[src/rtl/sw_debounce.sv]
// Two-flop synchroniser plus whole-vector debouncer for board DIP switches.
// Optional accepted-change counter on chg_cnt when SW_CHG_CNT_EN is defined.
module sw_debounce #(
    parameter int WIDTH     = 4,
    parameter int DB_CYCLES = 16
) (
    input  logic             clk,
    input  logic             reset,
    input  logic [WIDTH-1:0] switch,
    output logic [WIDTH-1:0] sw_stable,
    output logic [WIDTH-1:0] sw_prev,
    output logic             sw_chg,
    output logic [7:0]       chg_cnt
);

    localparam int CNT_W = (DB_CYCLES > 2) ? $clog2(DB_CYCLES) : 1;
    localparam logic [CNT_W-1:0] CNT_MAX = CNT_W'(DB_CYCLES - 1);
    localparam logic [CNT_W-1:0] CNT_ONE = CNT_W'(1);

    typedef enum logic {
        IDLE    = 1'b0,
        PENDING = 1'b1
    } state_e;

    logic [WIDTH-1:0] sync1_q, sync2_q;
    logic [WIDTH-1:0] cand_q, cand_d;
    logic [WIDTH-1:0] stable_q, stable_d;
    logic [WIDTH-1:0] prev_q, prev_d;
    logic [CNT_W-1:0] cnt_q, cnt_d;
    logic             chg_q, chg_d;
    state_e           state;

    // State is implied by whether the candidate differs from the accepted value.
    assign state = (cand_q == stable_q) ? IDLE : PENDING;

    always_ff @(posedge clk) begin
        if (reset) begin
            sync1_q  <= '0;
            sync2_q  <= '0;
            cand_q   <= '0;
            stable_q <= '0;
            prev_q   <= '0;
            cnt_q    <= '0;
            chg_q    <= 1'b0;
        end else begin
            sync1_q  <= switch;
            sync2_q  <= sync1_q;
            cand_q   <= cand_d;
            stable_q <= stable_d;
            prev_q   <= prev_d;
            cnt_q    <= cnt_d;
            chg_q    <= chg_d;
        end
    end

    // Any movement of the synchronised input restarts the hold window.
    always_comb begin
        cand_d   = cand_q;
        stable_d = stable_q;
        prev_d   = prev_q;
        cnt_d    = cnt_q;
        chg_d    = 1'b0;
        if (sync2_q != cand_q) begin
            cand_d = sync2_q;
            cnt_d  = '0;
        end else if (state == IDLE) begin
            cnt_d = '0;
        end else if (cnt_q == CNT_MAX) begin
            prev_d   = stable_q;
            stable_d = cand_q;
            cnt_d    = '0;
            chg_d    = 1'b1;
        end else begin
            cnt_d = cnt_q + CNT_ONE;
        end
    end

    assign sw_stable = stable_q;
    assign sw_prev   = prev_q;
    assign sw_chg    = chg_q;

`ifdef SW_CHG_CNT_EN
    logic [7:0] chg_cnt_q, chg_cnt_d;

    always_comb begin
        chg_cnt_d = chg_cnt_q;
        if (chg_q) chg_cnt_d = chg_cnt_q + 8'd1;
    end

    always_ff @(posedge clk) begin
        if (reset) chg_cnt_q <= 8'd0;
        else       chg_cnt_q <= chg_cnt_d;
    end

    assign chg_cnt = chg_cnt_q;
`else
    assign chg_cnt = 8'd0;
`endif

endmodule
[config.mk]
export PLATFORM = sky130hd
export DESIGN_NAME = sw_debounce
export DESIGN_NICKNAME = d
export VERILOG_FILES = /design/src/rtl/sw_debounce.sv
export SDC_FILE = /design/constraint.sdc
export NUM_CORES = 1
export LEC_CHECK = 0
export BUFFER_PORTS_ARGS = -buffer_cell sky130_fd_sc_hd__buf_2
export CELL_PAD_IN_SITES_DETAIL_PLACEMENT = 1
export CELL_PAD_IN_SITES_GLOBAL_PLACEMENT = 2
export CORE_UTILIZATION = 34
export CTS_CLUSTER_DIAMETER = 200
export CTS_CLUSTER_SIZE = 8
export DETAILED_ROUTE_END_ITERATION = 8
export PLACE_DENSITY_LB_ADDON = 0.1
export SLEW_MARGIN = 40
export SYNTH_ARGS = -nofsm -noshare
export SYNTH_HDL_FRONTEND = slang
export SYNTH_SLANG_ARGS = --single-unit
[constraint.sdc]
create_clock -name clk -period 2.2 [get_ports clk]
set_input_delay 0.44 -clock clk [delete_from_list [all_inputs] [get_ports clk]]
set_output_delay 0.44 -clock clk [all_outputs]
set_load 0.02 [all_outputs]
==> metrics, run 1 <==
status finished clean; clock buffer depth 2; leakage power 0.505 nW; share of layout cells above drive strength 1 0.178; Num CTS Buffers 3; largest net degree at the start of global routing 28; Die X 55.9 um; worst skew pair latency 0.31 ns; CP peak stage delay 0.46 ns; Total GRT Usage 0.110; P per Cell Area 668 nW/um2; Setup Fix Bufs, Post-CTS 0; CTS tree yes; Synth Register Bits 25; Buf/Inv on CP 0; WL per Instance 10.5 um; Main synth FF type dfxtp_1; Pwr Total 715 uW; GR Overflow Total 0; Mapped Cells 93; # clock sinks 25; Post-Synth XOR/XNOR Area 0.0887; total number of vias 595; detailed router's first-iteration violation count 7; Startpoint Class flop; Slew HR 0.632; Root Driver clkbuf_4; peak supply drop 0.000315 V; RSZ-0062 raised after global routing no; core area 2760 um2; critical path class flop to flop; WL final 1450 um; minimum clock period after layout 1.71 ns; crit-path leading delay family simple AND/OR/NAND/NOR gates; Die Span Y 55.9 um; setup TNS 0 ns; DP HPWL 992 um; Hold Crit Class primary input to flop; CTS resizes 0; Max-Cap Viols 0; antenna violations before repair 0; WHS 0.321 ns; vias in the first global route 588; main combinational cell family by area after synthesis simple AND/OR/NAND/NOR gates; vias per inst 4.31; IO buf count 14; first-pass GRT wire length 2640 um; H-tree depth 1; number of synthesized flops with an enable pin 0; Initial Util 0.358; endpoints failing setup 0; utilization after layout 0.388; die area 3120 um2; NumNets Final 115; IO Count 23; hold buffers post-CTS 0; Clock Skew 0.00178 ns; worst path arrival time 1.91 ns; CP cell instances xor2_1 -> nor4_2 -> nand3b_1 -> mux2i_1; Async SR Flop Fraction 0; Mapped Avg Cell Area 10.6 um2; most frequent cells in the layout dfxtp_1, buf_2, nor2b_1; number of nets still failing antenna checks after routing 0; row count 19; Worst Path Required 2.40 ns; complex-gate fraction of the synthesized area 0; Syn. warnings 0; FMAX 585 MHz; mux share of post-synthesis cell area 0.0811; final hold vios 0; simple-gate portion of the synthesized area 0.223; crit path capture type flop; Seq/Total Area, Yosys 0.507; DRC viols 0; CP Max Fanout 9; Slowest-stage cell, CP nand3b_1; Adder-Cell Fraction of Synth Area 0.0127; Area Growth Syn to Fin 8.49%; post-route insts no fill 138; drt first pass iters 4; Unique masters post-synth 21; Slew @ Worst Pin 0.550 ns; fin crit share 0.777; R2R Setup Slk 0.49 ns; Final Max Tran Viols 0; Worst-path clk slew 0.13 ns; antenna cells 0; placed cell count 134; Cell Area, Synth 987 um2; commonest non-fill, non-tap cell in the layout dfxtp_1; gpl congestion 0.658
-- Yosys cell counts (2+ instances only) --
cell / count / area share
xnor2_1: 5 / 0.044
dfxtp_1: 25 / 0.51
xor2_1: 5 / 0.044
nor2_1: 4 / 0.015
mux2i_1: 8 / 0.081
clkbuf_1: 2 / 0.0076
buf_4: 8 / 0.061
nand3_1: 2 / 0.010
nand2b_1: 11 / 0.070
nor2b_1: 12 / 0.076
-- stage by stage --
step	instance area, um2	setup slack (ns)
floorplan	1010	0.891
global placement	1040	0.501
detailed placement	1040	0.465
CTS	1070	0.442
global route	1070	0.264
finish	1070	0.491
-- path summary, 6_finish.rpt --
kind / start / to / depth (start not counted)
setup / recovery: cand_q[3] / sw_stable[3] / 4
hold / removal: switch[3] / sync1_q[3] / 2
setup reg to reg: cand_q[3] / sw_stable[3] / 4
hold reg to reg: sync1_q[2] / sync2_q[2] / 1
-- cell type report --
class / count / area (um2)
clock buffers: 3 / 22.5
well taps: 31 / 38.8
clock inverters: 1 / 5.00
fillers: 325 / 1690
multi-input cells: 63 / 430
repair buffers: 14 / 70.1
flip-flops and latches: 25 / 500
inverters: 1 / 3.75
-- flip-flops by register name, indices dropped and copies added (netlist names) --
signal     count
cand_q         4
cnt_q          4
sw_prev        4
sw_stable      4
sync1_q        4
sync2_q        4
sw_chg         1
-- cells by family after synthesis --
logic type | Yosys count
flops | 25
buf+inv | 12
mux | 8
fa+ha+maj | 1
simple gates | 36
other cells | 1
xor+xnor | 10
-- layer usage --
metal | GRT usage | vias to the layer above | wire [um]
met5 | 0 | - | 0
met4 | 0.0627 | 0 | 16
met3 | 0.0209 | 2 | 68
met2 | 0.170 | 18 | 614
met1 | 0.144 | 269 | 751
li1 | - | 306 | -
-- report_power, final --
part | leakage [nW] | internal (mW) | switching (mW)
clock network | 0.0177 | 0.0680 | 0.134
registers | 0.203 | 0.462 | 0.00507
logic | 0.284 | 0.0177 | 0.0285
total | 0.505 | 0.548 | 0.167
Note: power is estimated with default switching activity, not from simulation.
==> run 2: changes to the inputs <==
- ABC_AREA: not set -> 1
- CORE_UTILIZATION: 34 -> 29
- clock period: 2.2 -> 1.7 ns (I/O delays scaled with it)
==> run 2 against run 1 <==
  * Sequential cell count unchanged
  * Die area increased by 29%
  * Fmax increased by 21%
  * Synthesized cell count increased by 61%
  * Setup slack got worse by 0.20 ns
  * Hold slack got worse by 0.051 ns
  * Combinational power increased by 100%
  * Design area increased by 16%
  * Total power increased by 47%
  * Non-clock buffer count increased by 1
==> metrics, run 2 <==
FMAX 709 MHz (+21%); drt first pass iters 3 (-1); Reg2Reg Depth 7 (+3); IO buf count 14 (unchanged); first-pass GRT wire length 3400 um (+29%); Root Driver clkbuf_8; number of nets still failing antenna checks after routing 0 (unchanged); detailed router's first-iteration violation count 18 (+11); Max-Cap Viols 0 (unchanged); WL final 1940 um (+34%); DP HPWL 1500 um (+51%); Hold Path Stages 3 (+1); Setup Fix Bufs, Post-CTS 0 (unchanged); share of layout cells above drive strength 1 0.150 (-0.0279); peak supply drop 0.000430 V (+36%); M2 GR Usage 0.165 (-0.00550); Main synth FF type dfxtp_1; Startpoint Class flop; Clock Skew 0.00312 ns (+0.00133 ns); Die X 63.5 um (+14%); WL per Instance 9.13 um (-13%); setup TNS 0 ns (unchanged); endpoints failing setup 0 (unchanged); RSZ-0062 raised after global routing no; post-route insts no fill 213 (+54%); # clock sinks 25 (unchanged); antenna cells 0 (unchanged); gpl congestion 0.736 (+12%); Async SR Flop Fraction 0 (unchanged); Synth top cells by count inv_1, nand2_1, nor2_1, dfxtp_1, nand4_1; top cell type by total area after synthesis dfxtp_1; GR Overflow Total 0 (unchanged); Die Span Y 63.5 um (+14%); number of synthesized flops with an enable pin 0 (unchanged); vias per inst 4.00 (-7.3%); status finished clean; crit path capture type flop; most frequent cells in the layout inv_1, nand2_1, nor2_1; Mapped Cells 150 (+61%); Num CTS Buffers 3 (unchanged); Hold Crit Class primary input to flop; Synth Register Bits 25 (unchanged); Total GRT Usage 0.109 (-0.00156); Initial Util 0.316 (-0.0420); gr busiest metal met2; Area Growth Syn to Fin 13.1%; top post-synthesis cells by area dfxtp_1, inv_1, nand2_1; IO Count 23 (unchanged); Pwr Total 1.05 mW (+47%); largest net degree at the start of global routing 15 (-46%); row count 21 (+2); CTS tree yes; final hold vios 0 (unchanged); Seq/Total Area, Yosys 0.457 (-0.0503); placed cell count 209 (+56%); total number of vias 851 (+43%); Placement Setup Slack 0.293 ns (-0.172 ns); antenna violations before repair 0 (unchanged); NumNets Final 175 (+52%); Final Max Tran Viols 0 (unchanged); Mapped Avg Cell Area 7.31 um2 (-31%); met3 usage 0.0272 (+0.00624); vias in the first global route 735 (+25%); Synth top area share 0.457 (-0.0503); utilization after layout 0.358 (-0.0309); fin crit share 0.830 (+0.0531); P per Cell Area 848 nW/um2 (+27%); setup ws final 0.289 ns (-0.202 ns); met1 Resource Use GR 0.143 (-0.00179); worst skew pair latency 0.26 ns (-0.05 ns); CP Max Fanout 9 (unchanged); CTS resizes 0 (unchanged); worst path arrival time 1.58 ns (-0.33 ns); commonest non-fill, non-tap cell in the layout inv_1; Unique masters post-synth 17 (-19%); top-count cell post-synth inv_1; Cell Area, Synth 1100 um2 (+11%); Worst Path Required 1.87 ns (-0.53 ns); leakage power 0.609 nW (+21%); die area 4030 um2 (+29%); Syn. warnings 0 (unchanged); clock buffer depth 2 (unchanged); Worst-path clk slew 0.09 ns (-0.04 ns); H-tree depth 1 (unchanged); DRC viols 0 (unchanged); hold buffers post-CTS 0 (unchanged); critical path class flop to flop; core area 3470 um2 (+26%); minimum clock period after layout 1.41 ns (-0.298 ns)
==> run 2: changes by cell type after synthesis, moves of 11 or more <==
cell      delta
nor2_1      +23
nand2_1     +30
nand2b_1    -11
nor2b_1     -12
inv_1       +31
==> run 2: final cells by class <==
type,instances,area [um2]
fill,469,2230
inverter,35,131
tap,46,57.6
multi-input combinational,88,427
sequential,25,500
clock buffer,3,41.3
timing repair buffer,15,77.6
clock inverter,1,5.00
==> run 2: worst max-delay path: stages (launching register included) <==
cell      delay (ns)
dfxtp_1         0.34
ha_1            0.22
nand3_1         0.11
clkinv_1        0.26
nand3_4         0.23
nand2_1         0.08
inv_1           0.05
nor2_1          0.04
==> run 2: worst paths after layout <==
path | from | end | slack [ns]
worst max-delay path | cnt_q[0] | sw_prev[1] | 0.29
worst min-delay path | switch[0] | sync1_q[0] | 0.27
worst max register to register | cnt_q[0] | sw_prev[1] | 0.29
worst min register to register | sync1_q[2] | sync2_q[2] | 0.41
==> run 2: cells by family (layout without fill, tap and decap cells) <==
logic type               after synthesis  in the layout  synth area share
other                                  1              8           0.00342
AND/OR/NAND/NOR                       74             74             0.311
adder cells (fa/ha/maj)                1              1            0.0114
flip-flops                            25             25             0.457
XOR/XNOR                               5              5            0.0400
buffers and inverters                 44             54             0.178
==> run 2: stage by stage <==
step / area, um2 / hold WS, ns
after floorplan: 1120 / 0.388
after global placement: 1190 / 0.391
after detailed placement: 1190 / 0.399
after CTS: 1240 / 0.262
after global routing: 1240 / 0.251
final: 1240 / 0.269
==> run 2: metal layers <==
metal  up-vias  wire, um  part of all wire
met5         -         0                 0
met4         0        24             0.012
met3         2        69             0.035
met2        16       878              0.45
met1       379       972              0.50
li1        454         -                 -
==> run 2: power breakdown <==
group	switching, mW	internal, mW	total, mW
registers	0.00674	0.598	0.604
logic	0.0651	0.0275	0.0926
clock network	0.191	0.164	0.354
